**config.mk**
```make
export PLATFORM = sky130hd
export DESIGN_NAME = simmem_drain_ctrl
export DESIGN_NICKNAME = d
export VERILOG_FILES = /design/src/rtl/simmem_drain_ctrl.sv
export SDC_FILE = /design/constraint.sdc
export NUM_CORES = 1
export LEC_CHECK = 0
export CAP_MARGIN = 20
export CORE_MARGIN = 4
export CORE_UTILIZATION = 51
export CTS_CLUSTER_DIAMETER = 200
export DETAILED_ROUTE_END_ITERATION = 16
export GPL_TIMING_DRIVEN = 0
export PLACE_DENSITY = 0.8
export RECOVER_POWER = 50
export SLEW_MARGIN = 20
export SYNTH_ARGS = -nofsm -noshare
export SYNTH_HDL_FRONTEND = slang
export SYNTH_SLANG_ARGS = --single-unit
```
**constraint.sdc**
```tcl
create_clock -name clk_i -period 6.5 [get_ports clk_i]
set_clock_uncertainty 0.1 [all_clocks]
set_input_delay 1.3 -clock clk_i [delete_from_list [all_inputs] [get_ports clk_i]]
set_output_delay 1.3 -clock clk_i [all_outputs]
set_load 0.05 [all_outputs]
```
**src/rtl/simmem_drain_ctrl.sv**
```systemverilog
// Enable/drain sequencer for simmem_top: counts outstanding AW/AR bursts, drains them on
// disable, and flags drain timeouts and counter over/underflow.
module simmem_drain_ctrl #(
    parameter int unsigned MaxOutstW    = 8,
    parameter int unsigned DrainTimeout = 1024,
    parameter int unsigned TimeoutW     = 11
) (
    input  logic                 clk_i,
    input  logic                 rst_i,
    input  logic                 en_req_i,
    input  logic                 clr_i,
    input  logic                 waddr_hs_i,
    input  logic                 raddr_hs_i,
    input  logic                 wrsp_hs_i,
    input  logic                 rdata_hs_i,
    input  logic                 rdata_last_i,
    output logic                 en_o,
    output logic [1:0]           state_o,
    output logic [MaxOutstW-1:0] w_outst_o,
    output logic [MaxOutstW-1:0] r_outst_o,
    output logic                 drained_o,
    output logic                 timeout_o,
    output logic                 err_o
);

    typedef enum logic [1:0] {
        StOff     = 2'd0,
        StOn      = 2'd1,
        StDrain   = 2'd2,
        StTimeout = 2'd3
    } state_e;

    localparam logic [MaxOutstW-1:0] CntMax     = '1;
    localparam logic [MaxOutstW-1:0] CntOne     = MaxOutstW'(1);
    localparam logic [TimeoutW-1:0]  TimerOne   = TimeoutW'(1);
    localparam logic [TimeoutW-1:0]  TimeoutLim = TimeoutW'(DrainTimeout);

    state_e               state_q;
    logic                 en_q;
    logic                 drained_q;
    logic                 timeout_q;
    logic                 err_q;
    logic [MaxOutstW-1:0] w_q, w_d;
    logic [MaxOutstW-1:0] r_q, r_d;
    logic [TimeoutW-1:0]  timer_q;
    logic [TimeoutW-1:0]  timer_inc;
    logic                 w_inc, w_dec, r_inc, r_dec;
    logic                 w_err, r_err;
    logic                 compl;

    // Saturating up/down counters; simultaneous inc and dec cancel out.
    always_comb begin
        w_inc = waddr_hs_i;
        w_dec = wrsp_hs_i;
        r_inc = raddr_hs_i;
        r_dec = rdata_hs_i & rdata_last_i;
        compl = w_dec | r_dec;

        w_d   = w_q;
        w_err = 1'b0;
        if (w_inc && !w_dec) begin
            if (w_q == CntMax) w_err = 1'b1;
            else               w_d   = w_q + CntOne;
        end else if (w_dec && !w_inc) begin
            if (w_q == '0) w_err = 1'b1;
            else           w_d   = w_q - CntOne;
        end

        r_d   = r_q;
        r_err = 1'b0;
        if (r_inc && !r_dec) begin
            if (r_q == CntMax) r_err = 1'b1;
            else               r_d   = r_q + CntOne;
        end else if (r_dec && !r_inc) begin
            if (r_q == '0) r_err = 1'b1;
            else           r_d   = r_q - CntOne;
        end

        timer_inc = timer_q + TimerOne;
    end

    always_ff @(posedge clk_i or posedge rst_i) begin
        if (rst_i) begin
            state_q   <= StOff;
            en_q      <= 1'b0;
            drained_q <= 1'b0;
            timeout_q <= 1'b0;
            err_q     <= 1'b0;
            w_q       <= '0;
            r_q       <= '0;
            timer_q   <= '0;
        end else if (clr_i) begin
            state_q   <= StOff;
            en_q      <= 1'b0;
            drained_q <= 1'b0;
            timeout_q <= 1'b0;
            err_q     <= 1'b0;
            w_q       <= '0;
            r_q       <= '0;
            timer_q   <= '0;
        end else begin
            w_q       <= w_d;
            r_q       <= r_d;
            drained_q <= 1'b0;
            // en_o follows the registered state, so it lags each transition by one cycle.
            en_q      <= (state_q == StOn);
            if (w_err || r_err) err_q <= 1'b1;

            case (state_q)
                StOff: begin
                    if (en_req_i && (w_q == '0) && (r_q == '0)) state_q <= StOn;
                end
                StOn: begin
                    if (!en_req_i) begin
                        state_q <= StDrain;
                        timer_q <= '0;
                    end
                end
                StDrain: begin
                    if ((w_d == '0) && (r_d == '0)) begin
                        state_q   <= StOff;
                        drained_q <= 1'b1;
                    end else if (compl) begin
                        timer_q <= '0;
                    end else begin
                        timer_q <= timer_inc;
                        if (timer_inc >= TimeoutLim) begin
                            state_q   <= StTimeout;
                            timeout_q <= 1'b1;
                        end
                    end
                end
                StTimeout: begin
                    state_q <= StTimeout;
                end
                default: state_q <= StOff;
            endcase
        end
    end

    assign en_o      = en_q;
    assign state_o   = state_q;
    assign w_outst_o = w_q;
    assign r_outst_o = r_q;
    assign drained_o = drained_q;
    assign timeout_o = timeout_q;
    assign err_o     = err_q;

endmodule
```
==> results of run 1 <==
power groups by stage:
| stage | clock, mW | combinational (mW) | sequential [mW] |
|---|---|---|---|
| 6_report | 0.150 | 0.285 | 0.241 |
| 5_1_grt | 0.163 | 0.309 | 0.245 |
| 4_1_cts | 0.153 | 0.285 | 0.241 |
| 3_5_place_dp | 0 | 0.284 | 0.245 |
| 3_3_place_gp | 0 | 0.281 | 0.245 |
| 2_1_floorplan | 0 | 0.158 | 0.292 |
layout make-up:
type,count,area [sq um],area share
Buffer,19,90.09,0.03028
Clock inverter,3,17.52,0.005887
Timing Repair Buffer,29,290.3,0.09756
Inverter,15,56.30,0.01892
Sequential cell,33,825.8,0.2775
Multi-Input combinational cell,228,1543,0.5185
Tap cell,67,83.83,0.02817
Clock buffer,5,68.82,0.02313
state kept, by name, indices dropped and copies added, names as in the netlist:
name and count:
err_o 1, en_o 1, timeout_o 1, w_outst_o 8, timer_q 11, state_o 2
drained_o 1, r_outst_o 8
cell usage after synthesis (all sizes together) (2+ instances only):
library cell  number
buf                5
a211oi             5
nand3b             2
a41oi              3
nor3              11
nand3             12
a311oi             2
a21oi              9
o21a               2
and3b              2
a211o              7
o211ai             8
nor4               5
or4                3
and3              14
and2               2
xnor2              3
a221o              4
o31ai              3
mux2i              7
nor4b              5
inv               15
ha                 5
a31oi              5
nand2b             6
nor2              35
dfrtp             33
o21ai              8
nor2b              8
a32o               2
o22ai              4
nand2             13
or2                4
or4b               3
nand4              8
clkbuf            14
or3                3
per-stage QoR:
| step | worst slack [ns] | utilization | cells |
|---|---|---|---|
| 2_1_floorplan | 2.634 | - | 295 |
| 3_3_place_gp | 1.815 | 0.6076 | 391 |
| 3_5_place_dp | 1.790 | 0.6076 | 391 |
| 4_1_cts | 2.080 | 0.6258 | 399 |
| 5_1_grt | 1.670 | 0.6258 | 399 |
| 6_report | 1.952 | 0.6258 | 399 |
worst max-delay path, delay by kind of cell:
kind                   cells  cell delay (ns)
AO/OA/AOI/OAI              3             0.68
buffers and inverters      2             0.97
AND/OR/NAND/NOR            5             1.67
per-layer routing:
metal  GRT usage  wire (microns)
met1      0.3080            2941
met2      0.3296            2839
met4     0.06643              71
met3     0.02752             331
met5           0               0
cells by family (layout without fill, tap and decap cells):
kind of cell,after synthesis,count (layout),share of synthesized area
buffers and inverters,34,71,0.05820
AND/OR/NAND/NOR,140,140,0.3234
multiplexers,8,8,0.03234
adder cells (fa/ha/maj),5,5,0.02488
AO/OA/AOI/OAI,71,71,0.2189
flip-flops,33,33,0.3284
XOR/XNOR,4,4,0.01393
worst max path at each step:
stage | startpoint | end | slack (ns) | cells after the start
global route | waddr_hs_i | timer_q[7]$_DFFE_PP0P_ | 1.67 | 10
CTS | waddr_hs_i | timer_q[8]$_DFFE_PP0P_ | 2.08 | 10
global placement | waddr_hs_i | timer_q[8]$_DFFE_PP0P_ | 1.81 | 10
finish | waddr_hs_i | timer_q[8]$_DFFE_PP0P_ | 1.95 | 10
detailed placement | waddr_hs_i | timer_q[8]$_DFFE_PP0P_ | 1.79 | 10
floorplan | raddr_hs_i | timer_q[2]$_DFFE_PP0P_ | 2.63 | 10
layout by cell type, fill, tap and decap left out, types with 5 or more instances in the layout:
cell,instances
ha_1,5
nor2_1,33
clkdlybuf4s50_1,18
a31oi_1,5
nor3_1,10
o21ai_0,7
mux2i_1,7
nand3_1,11
nor4b_1,5
nand4_1,8
o211ai_1,8
nor2b_1,8
dfrtp_1,33
a21oi_1,8
and3_1,11
a211o_1,7
nor4_1,5
nand2_1,13
nand2b_1,6
clkbuf_1,14
inv_1,15
clkbuf_8,5
dlygate4sd3_1,11
==> summary.txt, run 1 <==
Worst Setup End Kind = flop
clock power share = 0.222
minimum clock period = 4.548 ns
sequential share of power = 0.357
Worst EP required = 6.57 ns
cell internal pwr = 0.3978 mW
antenna violations before repair = 0
largest area contributor in the netlist = dfrtp_1
hpwl dp = 4.587 mm
Leak = 1.317 nW
main flop type after synthesis = dfrtp_1
Syn Nets = 309
Crit Path Class = input pin to flop
Synth area leaders = dfrtp_1 (33%), nor2_1 (4.9%), mux2i_1 (2.8%)
TritonCTS buffer count = 5
Post-CTS Setup Bufs = 0
Max-cap violations = 0
Logic pwr share = 0.421
Syn Area/Cell = 8.525 sq um
cell area after synthesis = 2515 sq um
Post-synth EDFFs = 0
CTS resizes = 0
vias in the first global route = 2,234
largest net degree at the start of global routing = 34
IO Port Bufs = 29
Die Y-Extent = 78.22 microns
nets@finish = 345
cell row count = 25
Hold Path End = timeout_o$_DFFE_PP0P_
routed via count = 2,470
setup slack, reg-to-reg = 2.88 ns
gr usage total = 0.2124
Cell Pwr Density = 227.1 nW/um^2
clock sinks = 33
CP cell instances = dlygate4sd3_1, clkbuf_1, nand2b_1, nor2_1, a21oi_1, o211ai_1, nand4b_1, nor4_1, nor4b_1, a211o_1
data arrival time of the critical path = 4.62 ns
Sum Neg Setup Slack = 0 ns
Final Slew Violations = 0
status = finished, final reports clean
Seq/Total Area, Yosys = 0.3284
Clk pin slew, worst setup/hold paths = 0.07 ns
Top Ports = 31
Mapped Cells = 295
RSZ-0062 raised after global routing = false
class of the worst hold path = flop to flop
post-route ant nets = 0
switching pwr = 0.2778 mW
Fmax achieved = 219.9 MHz
vias per cell = 6.190
critical path's slowest cell = nor4_1
fin area = 2975 sq um
clock tree root driver cell = clkbuf_8
ant diodes = 0
Bufs on Longest Clock Path = 2
final setup violation count = 0
peak supply drop = 0.09599 mV
Fin. Hold Viols = 0
fill count = 422
Core ar. = 4755 sq um
Hold WS = 0.3933 ns
Tcrit/Tclk final = 0.6997
hold_sp = timeout_o$_DFFE_PP0P_
area of the die = 6118 sq um
clk_lat worst skew = 0.28 ns
Startpoint Class = input pin
Hold Crit Depth = 2
CTS tree = built
CTS Hold Buffers Added = 0
yosys warns = 0
Synth top area share = 0.3284
drc violations = 0
relative slew slack = 0.1709
Syn-to-layout area delta = 18.31%
FFs w/ async S/R, synth = 1.000
CP Max Fanout = 10
drt total wl = 6.183 mm
DR WL/cell = 15.50 microns
Worst R2R End = timer_q[8]$_DFFE_PP0P_
Slew @ Worst Pin = 1.242 ns
flops & latches, synth = 33
H-tree level count = 2
Die X = 78.22 microns
Reg-to-Reg Start = r_outst_o[1]$_DFF_PP0_
reg2reg path depth = 10
count of unique library cells instantiated by Yosys = 65
Total Power = 0.6757 mW
starting density of the core = 0.5289
Switching Fraction = 0.4112
first-pass GRT wire length = 10.58 mm
crit-path max cell delay = 0.84 ns
gr ovfl total = 0
Placed Area = 2889 sq um
gpl congestion = 0.8891
share of cells above drive strength 1 = 0.09639
initial DRC count = 222
1st-pass router iterations = 5
Power figures use the tool's default switching activity.
==> run 2: changes to the inputs <==
- PLACE_DENSITY: 0.8 -> 0.83
- clock period: 6.5 -> 3.85 ns (I/O delays scaled with it)
==> run 2 against run 1 <==
First-iteration DRC count rose by 17%. Non-clock buffer count did not move. Wire length rose by 4.3%. Total power rose by 71%. Highest routed layer unchanged.
==> summary.txt, run 2 (synthesis results as in run 1) <==
status = finished, final reports clean (unchanged)
CP Max Fanout = 7 (was 10)
Total Power = 1.153 mW (was 0.6757 mW)
Top reg by flops = timer_q (unchanged)
most frequent cells in the layout = nor2_1 (33), dfrtp_1 (33), clkdlybuf4s50_1 (22) (was nor2_1 (33), dfrtp_1 (33), clkdlybuf4s50_1 (18))
Final Non-Filler Cells = 399 (unchanged)
Fmax achieved = 271.2 MHz
class of the worst hold path = flop to flop (unchanged)
Fin. Hold Viols = 0 (unchanged)
Cell Pwr Density = 385.6 nW/um^2 (was 227.1 nW/um^2)
drc violations = 0 (unchanged)
crit-path max cell delay = 0.58 ns (was 0.84 ns)
vias per cell = 6.268 (was 6.190)
critical path's slowest cell = clkdlybuf4s50_1 (was nor4_1)
drt total wl = 6.449 mm (was 6.183 mm)
1st-pass router iterations = 5 (unchanged)
Hold Crit Depth = 2 (unchanged)
RSZ-0062 raised after global routing = false (unchanged)
CTS tree = built (unchanged)
first-pass GRT wire length = 11.15 mm (was 10.58 mm)
gr usage total = 0.2226 (was 0.2124)
Syn-to-layout area delta = 18.91% (was 18.31%)
Final Slew Violations = 0 (unchanged)
largest net degree at the start of global routing = 34 (unchanged)
CTS Hold Buffers Added = 0 (unchanged)
hold_sp = timeout_o$_DFFE_PP0P_ (unchanged)
IO Port Bufs = 29 (unchanged)
Die Y-Extent = 78.22 microns (unchanged)
initial DRC count = 260 (was 222)
antenna violations before repair = 0 (unchanged)
Hold Path End = timeout_o$_DFFE_PP0P_ (unchanged)
Max-cap violations = 0 (unchanged)
clock sinks = 33 (unchanged)
DR WL/cell = 16.16 microns (was 15.50 microns)
Die X = 78.22 microns (unchanged)
hpwl dp = 4.756 mm (was 4.587 mm)
max reg flops = 11 (unchanged)
Clk pin slew, worst setup/hold paths = 0.07 ns (about the same)
CP most frequent cell = or4_1
Startpoint Class = input pin (unchanged)
starting density of the core = 0.5289 (unchanged)
final setup violation count = 0 (unchanged)
nets@finish = 345 (unchanged)
Tcrit/Tclk final = 0.9576
routed via count = 2,501 (was 2,470)
Leak = 1.317 nW (about the same)
clock tree root driver cell = clkbuf_8 (unchanged)
gr ovfl total = 0 (unchanged)
Worst R2R End = timer_q[3]$_DFFE_PP0P_ (was timer_q[8]$_DFFE_PP0P_)
area of the die = 6118 sq um (unchanged)
vias in the first global route = 2,277 (was 2,234)
clk_lat worst skew = 0.28 ns (about the same)
Bufs on Longest Clock Path = 2 (unchanged)
reg2reg path depth = 11 (was 10)
share of cells above drive strength 1 = 0.1024 (was 0.09639)
Reg-to-Reg Start = r_outst_o[1]$_DFF_PP0_ (unchanged)
Core ar. = 4755 sq um (unchanged)
Slew @ Worst Pin = 1.228 ns (was 1.242 ns)
Worst EP required = 3.91 ns (was 6.57 ns)
H-tree level count = 2 (unchanged)
cell row count = 25 (unchanged)
Placed Instances = 391 (unchanged)
Worst Setup End Kind = flop (unchanged)
relative slew slack = 0.1806 (was 0.1709)
post-route ant nets = 0 (unchanged)
TritonCTS buffer count = 5 (unchanged)
minimum clock period = 3.687 ns
peak supply drop = 0.2247 mV (was 0.09599 mV)
setup slack, reg-to-reg = 0.21 ns (was 2.88 ns)
Top Ports = 31 (unchanged)
CP cell instances = clkdlybuf4s50_1, nand3b_4, or4_1, and3_2, a211oi_1, nand4_1, or4_1, buf_6, and2_4, a221o_1 (was dlygate4sd3_1, clkbuf_1, nand2b_1, nor2_1, a21oi_1, o211ai_1, nand4b_1, nor4_1, nor4b_1, a211o_1)
ant diodes = 0 (unchanged)
gpl congestion = 0.9544 (was 0.8891)
Crit Path Class = input pin to flop (unchanged)
data arrival time of the critical path = 3.75 ns (was 4.62 ns)
## run 2: layout make-up
| class | count | area (sq um) |
|---|---|---|
| Timing Repair Buffer | 30 | 300.3 |
| Tap cell | 67 | 83.83 |
| Clock buffer | 7 | 76.32 |
| Clock inverter | 1 | 7.507 |
| Buffer | 18 | 87.58 |
| Multi-Input combinational cell | 228 | 1553 |
| Fill cell | 434 | 1764 |
| Sequential cell | 33 | 825.8 |
| Inverter | 15 | 56.30 |
## run 2: worst max path at each step
stage                           start                     end  slack (ns)  cells after the start
2_1_floorplan  r_outst_o[1]$_DFF_PP0_  timer_q[2]$_DFFE_PP0P_        0.41                     11
3_3_place_gp               waddr_hs_i  timer_q[8]$_DFFE_PP0P_       -0.30                     10
3_5_place_dp               waddr_hs_i  timer_q[8]$_DFFE_PP0P_       -0.38                     10
4_1_cts                    rdata_hs_i  timer_q[3]$_DFFE_PP0P_        0.13                     10
5_1_grt                    waddr_hs_i  timer_q[3]$_DFFE_PP0P_        0.03                     10
6_report                 rdata_last_i  timer_q[3]$_DFFE_PP0P_        0.16                     10
## run 2: metal layers
metal,up-vias,part of all wire,track usage
li1,1179,-,-
met1,1211,0.47,0.3285
met2,103,0.47,0.3493
met3,8,0.058,0.02867
met4,0,0.0078,0.04895
met5,-,0,0
## run 2: metrics by stage
stage / TNS [ns] / worst slack (ns) / util / hold slack (ns) / cell area [sq um]
2_1_floorplan: 0 / 0.4095 / - / 0.3909 / 2515
3_3_place_gp: -2.918 / -0.3042 / 0.6076 / 0.4001 / 2889
3_5_place_dp: -3.810 / -0.3788 / 0.6076 / 0.3899 / 2889
4_1_cts: 0 / 0.1308 / 0.6268 / 0.4303 / 2980
5_1_grt: 0 / 0.03210 / 0.6289 / 0.4686 / 2990
6_report: 0 / 0.1631 / 0.6289 / 0.4220 / 2990
## run 2: repair_timing
action	in CTS	in global routing
cloned	0	0
setup buffers	0	1
pin swaps	0	1
setup endpoints to repair	6	11
gates resized for setup	2	5
## run 2: where the power goes
part,switching [mW],internal (mW),total [mW]
combinational,0.312,0.181,0.493
sequential,0.0366,0.372,0.409
clock,0.123,0.128,0.251
total,0.472,0.681,1.15
## run 2: worst max-delay path, delay by kind of cell
kind	cells	cell delay (ns)
simple gates	6	1.68
compound gates	2	0.56
buf+inv	2	0.74
